[src/rtl/lfsr_pkg.sv]
// Shared definitions for the LFSR block.
// This package provides the default parameters, the legal width range and the
// maximal-length tap masks for every supported width.
package lfsr_pkg;

  localparam int unsigned LFSR_DEFAULT_WIDTH = 8;
  localparam logic [31:0] LFSR_DEFAULT_SEED  = 32'h0000_0001;
  localparam int unsigned LFSR_MIN_WIDTH     = 3;
  localparam int unsigned LFSR_MAX_WIDTH     = 32;

  // Tap mask for a Fibonacci LFSR that shifts toward the MSB.
  // Bit k of the mask set means state bit k feeds the XOR that produces the new LSB.
  // For polynomial x^n + x^a + ... + 1, the set bits are (n-1), (a-1), ...
  // Every entry is a maximal-length polynomial, so the period is 2^width - 1.
  // An unsupported width returns 0, and the top level rejects such widths.
  function automatic logic [31:0] taps(input int unsigned width);
    logic [31:0] mask;
    case (width)
      3:       mask = 32'h0000_0006; // x^3+x^2+1
      4:       mask = 32'h0000_000C; // x^4+x^3+1
      5:       mask = 32'h0000_0014; // x^5+x^3+1
      6:       mask = 32'h0000_0030; // x^6+x^5+1
      7:       mask = 32'h0000_0060; // x^7+x^6+1
      8:       mask = 32'h0000_00B8; // x^8+x^6+x^5+x^4+1
      9:       mask = 32'h0000_0110; // x^9+x^5+1
      10:      mask = 32'h0000_0240; // x^10+x^7+1
      11:      mask = 32'h0000_0500; // x^11+x^9+1
      12:      mask = 32'h0000_0829; // x^12+x^6+x^4+x+1
      13:      mask = 32'h0000_100D; // x^13+x^4+x^3+x+1
      14:      mask = 32'h0000_2015; // x^14+x^5+x^3+x+1
      15:      mask = 32'h0000_6000; // x^15+x^14+1
      16:      mask = 32'h0000_D008; // x^16+x^15+x^13+x^4+1
      17:      mask = 32'h0001_2000; // x^17+x^14+1
      18:      mask = 32'h0002_0400; // x^18+x^11+1
      19:      mask = 32'h0004_0023; // x^19+x^6+x^2+x+1
      20:      mask = 32'h0009_0000; // x^20+x^17+1
      21:      mask = 32'h0014_0000; // x^21+x^19+1
      22:      mask = 32'h0030_0000; // x^22+x^21+1
      23:      mask = 32'h0042_0000; // x^23+x^18+1
      24:      mask = 32'h00E1_0000; // x^24+x^23+x^22+x^17+1
      25:      mask = 32'h0120_0000; // x^25+x^22+1
      26:      mask = 32'h0200_0023; // x^26+x^6+x^2+x+1
      27:      mask = 32'h0400_0013; // x^27+x^5+x^2+x+1
      28:      mask = 32'h0900_0000; // x^28+x^25+1
      29:      mask = 32'h1400_0000; // x^29+x^27+1
      30:      mask = 32'h2000_0029; // x^30+x^6+x^4+x+1
      31:      mask = 32'h4800_0000; // x^31+x^28+1
      32:      mask = 32'h8020_0003; // x^32+x^22+x^2+x+1
      default: mask = 32'h0000_0000;
    endcase
    return mask;
  endfunction

endpackage

[src/rtl/lfsr.sv]
// Maximal-length Fibonacci LFSR.
// While i_enable is high, the state shifts toward the MSB on each rising clock edge,
// and the XOR of the tapped bits enters at the LSB.
// If the state ever reaches the all-zero lock-up value, the next edge reloads SEED,
// whatever the value of i_enable.
// o_value is the state register itself, so a step appears one edge after the enable is sampled.
module lfsr
  import lfsr_pkg::*;
#(
  parameter int unsigned WIDTH = LFSR_DEFAULT_WIDTH,
  parameter logic [31:0] SEED  = LFSR_DEFAULT_SEED
) (
  input  logic             clk,
  input  logic             rst_n,
  input  logic             i_enable,
  output logic [WIDTH-1:0] o_value
);

  localparam logic [31:0]      TAP_MASK_FULL = taps(WIDTH);
  localparam logic [WIDTH-1:0] TAP_MASK      = TAP_MASK_FULL[WIDTH-1:0];
  localparam logic [WIDTH-1:0] SEED_W        = SEED[WIDTH-1:0];

  // Reject illegal configurations when the design is elaborated.
  if ((WIDTH < LFSR_MIN_WIDTH) || (WIDTH > LFSR_MAX_WIDTH)) begin : g_bad_width
    $error("lfsr: WIDTH=%0d is outside the range %0d..%0d", WIDTH, LFSR_MIN_WIDTH, LFSR_MAX_WIDTH);
  end
  if (SEED == 32'h0) begin : g_zero_seed
    $error("lfsr: SEED must be nonzero");
  end
  if ((WIDTH < 32) && ((SEED >> WIDTH) != 32'h0)) begin : g_wide_seed
    $error("lfsr: SEED=0x%0h does not fit in WIDTH=%0d bits", SEED, WIDTH);
  end

  logic [WIDTH-1:0] state_q;
  logic [WIDTH-1:0] state_d;
  logic             feedback;
  logic             lockup;

  // Compute the next state.
  // Recovery from lock-up takes priority over the enable.
  // In simulation, an unknown enable falls through to the hold branch.
  always_comb begin
    feedback = ^(state_q & TAP_MASK);
    lockup   = (state_q == '0);
    state_d  = state_q;
    if (lockup) begin
      state_d = SEED_W;
    end else if (i_enable) begin
      state_d = {state_q[WIDTH-2:0], feedback};
    end
  end

  // State register. Asserting reset forces SEED immediately, without waiting for a clock edge.
  always_ff @(posedge clk or negedge rst_n) begin
    if (!rst_n) begin
      state_q <= SEED_W;
    end else begin
      state_q <= state_d;
    end
  end

  assign o_value = state_q;

endmodule

[config.mk]
export PLATFORM = sky130hd
export DESIGN_NAME = lfsr
export DESIGN_NICKNAME = d
export VERILOG_FILES = /design/src/rtl/lfsr_pkg.sv /design/src/rtl/lfsr.sv
export SDC_FILE = /design/constraint.sdc
export NUM_CORES = 1
export LEC_CHECK = 0
export ABC_AREA = 1
export BUFFER_PORTS_ARGS = -buffer_cell sky130_fd_sc_hd__buf_2
export CAP_MARGIN = 0
export CELL_PAD_IN_SITES_DETAIL_PLACEMENT = 0
export CELL_PAD_IN_SITES_GLOBAL_PLACEMENT = 1
export CORE_AREA = 2 2 39 41
export CTS_CLUSTER_DIAMETER = 100
export DETAILED_ROUTE_END_ITERATION = 10
export DIE_AREA = 0 0 41 43
export PLACE_DENSITY = 0.75
export RECOVER_POWER = 25
export SYNTH_ARGS = -nofsm -noshare
export SYNTH_HDL_FRONTEND = slang
export SYNTH_SLANG_ARGS = --single-unit
[constraint.sdc]
create_clock -name clk -period 1.73 [get_ports clk]
set_clock_uncertainty 0.2 [all_clocks]
set_input_delay 0.0865 -clock clk [delete_from_list [all_inputs] [get_ports clk]]
set_output_delay 0.0865 -clock clk [all_outputs]
set_load 0.01 [all_outputs]
== Yosys cells after proc, flatten, opt, wreduce, memory -nomap -nowiden ==
Cells that the tools add are included.

* Latch bits: 0
* Bits in read-only memories: 0
* Memories: 0
* RAM bits: 0
* Bits in registers: 8
* Bits of input ports: 3
* Word-level logic and storage cells: 6

* Equality and inequality tests: 0
* $mul: 0
* Div/mod/pow operators: 0
* Add/subtract/negate cells: 0
* Order comparisons: 0
* Shifts and indexed selects: 0
* Reductions and logical operators: 3
* Mux-type cells: 2
* Bitwise logic cells: 0

{| class="wikitable"
|+ Operator list
! cell !! count
|-
| $mux 8 || 2
|-
| $logic_not 8->1 || 1
|-
| $reduce_xor 8->1 || 1
|-
| $reduce_bool 2->1 || 1
|}

== Logic depth before layout (Yosys ltp) ==
* Depth after elaboration: 3
* Depth in mapped cells: 8
* Gate-level depth less buffers: 8

== Worst setup path before layout ==
No wires, ideal clock.

* Path kind: register to register
* Start point: register state_q[4] (netlist: o_value[4])
* End point: register state_q[0] (netlist: o_value[0])
* Period minus slack after synthesis: 1,338 ps
* Buffers on the path: 0
* Arrival: 1,060 ps
* Required time: 1,453 ps
* Stages on the path, launching flop included: 9
* Setup slack: 392 ps
* Path through: dfrtp_1 inv_1 ha_1 inv_1 nand2_1 nand2_1 nand2_1 nand3_1 nand2_1

* Cells in the longest elaborated chain, start to end: 3

{| class="wikitable"
|+ RTL lines
! what !! RTL line !! RTL
|-
| start, declared || lfsr.sv:34 || <nowiki>logic [WIDTH-1:0] state_q;</nowiki>
|-
| start signal, assigned || lfsr.sv:58 || <nowiki>state_q <= state_d;</nowiki>
|-
| $reduce_xor 8->1 || lfsr.sv:43 || <nowiki>feedback = ^(state_q & TAP_MASK);</nowiki>
|-
| $mux 8 || lfsr.sv:48 || <nowiki>end else if (i_enable) begin</nowiki>
|-
| $mux 8 || lfsr.sv:46 || <nowiki>if (lockup) begin</nowiki>
|}

Several ways; a longest one is shown, not always the timed one. The select of a mux whose other input is x is not followed.
A chain may end at the register's enable or synchronous reset.

== Worst setup path in the final report ==
Same ends and word-level chain as after synthesis.

==> qor.yml <==
outcome: "finished, final reports clean"
cp_slowest_cell: "dfrtp_1"
rsz0062_at_grt: "no"
largest_register_ffs: 8
area_growth_syn_to_layout_pct: 27.79
syn_area_sq_um: 436.7
overflow: 0
htree_levels: 1
critPathArrivalTime_ns: 1.34
pwr_density_cell_nw_per_um2: 1842
critPathMaxStageDelay_ns: 0.38
cts.reportedPaths.clkPinSlew_ns: 0.06
core_sq_um: 1384
grt_pass1_vias: 373
routed_wl_um: 816
final_common_cell: "nand2_1"
critPathMostFrequentCell: "nand2_1"
endpoint_kind: "flip-flop"
portBuffers: 10
cts_resized: 0
ir_drop_uv: 463.3
fin_nets: 79
dpl.hpwl_um: 659.4
path_cells: "inv_1 -> ha_1 -> inv_1 -> nand2_1 -> nand2_1 -> nand2_1 -> nand3_1 -> nand2_1"
syn_nets: 61
finalCriticalPeriod_ns: 1.368
routabilityCongestion: 0.7216
drc: 0
cp.required_ns: 1.70
final_hold_viol_count: 0
post-route-util: 0.4033
leakage_uw: 0.0003056
synth.avg_cell_area_sq_um: 7.661
hold_class: "in2async"
final_cell_mix: "17 x nand2_1, 7 x nand3_1, 7 x clkbuf_1, 7 x dfrtp_1"
cts_tree: "yes"
critPathTopFamily: "flip-flops"
diodes: 0
die_w_um: 41
worst-setup-path-type: "reg2reg"
grt_use_total: 0.1329
clock-sinks: 8
start_util: 0.3156
firstDrtPassIters: 3
max_freq_ghz: 0.7312
cts_setup_buffers: 0
hold_buffers: 4
yosysWarnings: 0
ys_seq_area_frac: 0.4613
clock_latency_ns: 0.25
ys_ff_latch: 8
cts_buffers: 3
fp-row-count: 14
post-route-period-util: 0.7905
routed_via_density: 4.400
drt_iter0_drc: 5
synth_cell_type_count: 14
die_area_sq_um: 1763
die_y_um: 43
grt_pass1_wl_um: 1545
antenna_found_initial: 0
startpoint_type: "flip-flop"
worst_slew_pin_slew_ns: 0.1908
io_pins: 11
slew-limit-headroom: 0.8724
slew_viol_final: 0
drive_gt1_frac: 0.2297
n_fill_cell: 155
root_buffer: "clkbuf_4"
vias: 396
wire_per_inst_um: 9.067
syn_inst: 57
maxCapViolCount: 0
worstPathMaxFanout: 4
path_buf_inv: 2
ant_nets: 0
grt_start_max_net_pins: 9
cts_buffer_depth: 2
setup_violations: 0
timing.setup.tns_ns: 0
==> report_power, final <==
group	leakage [uW]	internal (uW)	switching [uW]
Combinational	0.000189	196	313
Clock	0.0000150	88.1	61.5
Sequential	0.000101	284	86.3
==> per-layer routing <==
layer / share of wire / vias up / global-route usage
met3: 0.012 / 2 / 0.03141
met1: 0.45 / 181 / 0.1628
met5: 0 / - / 0
met2: 0.52 / 4 / 0.2000
met4: 0.017 / 0 / 0.08000
li1: - / 209 / -
==> worst reg2reg max path: stages, from the launching register on <==
cell	delay, ns
dfrtp_1	0.38
inv_1	0.06
ha_1	0.30
inv_1	0.06
nand2_1	0.05
nand2_1	0.07
nand2_1	0.04
nand3_1	0.07
nand2_1	0.06
==> kinds of logic after synthesis <==
group / after synthesis / synth area share
DFF: 8 / 0.4613
and+or+nand+nor: 35 / 0.3840
buffers and inverters: 11 / 0.1031
AOI/OAI and AO/OA: 2 / 0.02292
adders and majority gates: 1 / 0.02865
==> stage by stage <==
stage               total power, uW  hold WS, ns  worst slack (ns)  cell area [sq um]  cells
finish                         1028       0.1744            0.3625              558.0     90
global route                   1150       0.2134            0.2528              558.0     90
CTS                            1063       0.1273            0.3487              565.5     90
detailed placement            900.3      -0.2654            0.3818              499.2     82
global placement              903.6      -0.2650            0.3889              499.2     82
floorplan                     744.9      -0.4091            0.3924              436.7     57
==> path summary, 6_finish.rpt <==
check | from | end | cells after the start | slack (ns)
hold reg to reg | o_value[0] | o_value[1] | 2 | 0.30
min in group clk | o_value[0] | o_value[1] | 2 | 0.30
max in group asynchronous | rst_n | o_value[7] | 3 | 0.54
setup / recovery | o_value[4] | o_value[0] | 8 | 0.36
hold / removal | rst_n | o_value[0] | 2 | 0.17
setup reg to reg | o_value[4] | o_value[0] | 8 | 0.36
==> cell usage after synthesis <==
master / number / area, sq um
dfrtp_1: 7 / 175.2
dfstp_2: 1 / 26.28
inv_2: 4 / 15.01
inv_1: 6 / 22.52
nor2_2: 1 / 6.260
nand3_1: 7 / 35.03
nand2_2: 1 / 6.260
nor2_4: 1 / 11.26
a21oi_1: 2 / 10.01
nand2_1: 17 / 63.81
ha_1: 1 / 12.51
nor2_1: 6 / 22.52
nand2_4: 2 / 22.52
buf_4: 1 / 7.510
==> final cells by class <==
class | count | area [sq um] | share of cell area
multi-input cells | 38 | 190.2 | 0.3408
flip-flops and latches | 8 | 201.4 | 0.3610
inverters | 10 | 37.54 | 0.06726
well taps | 16 | 20.02 | 0.03587
clock buffers | 4 | 26.28 | 0.04709
repair buffers | 14 | 82.58 | 0.1480
Note: power is estimated with default switching activity, not from simulation.
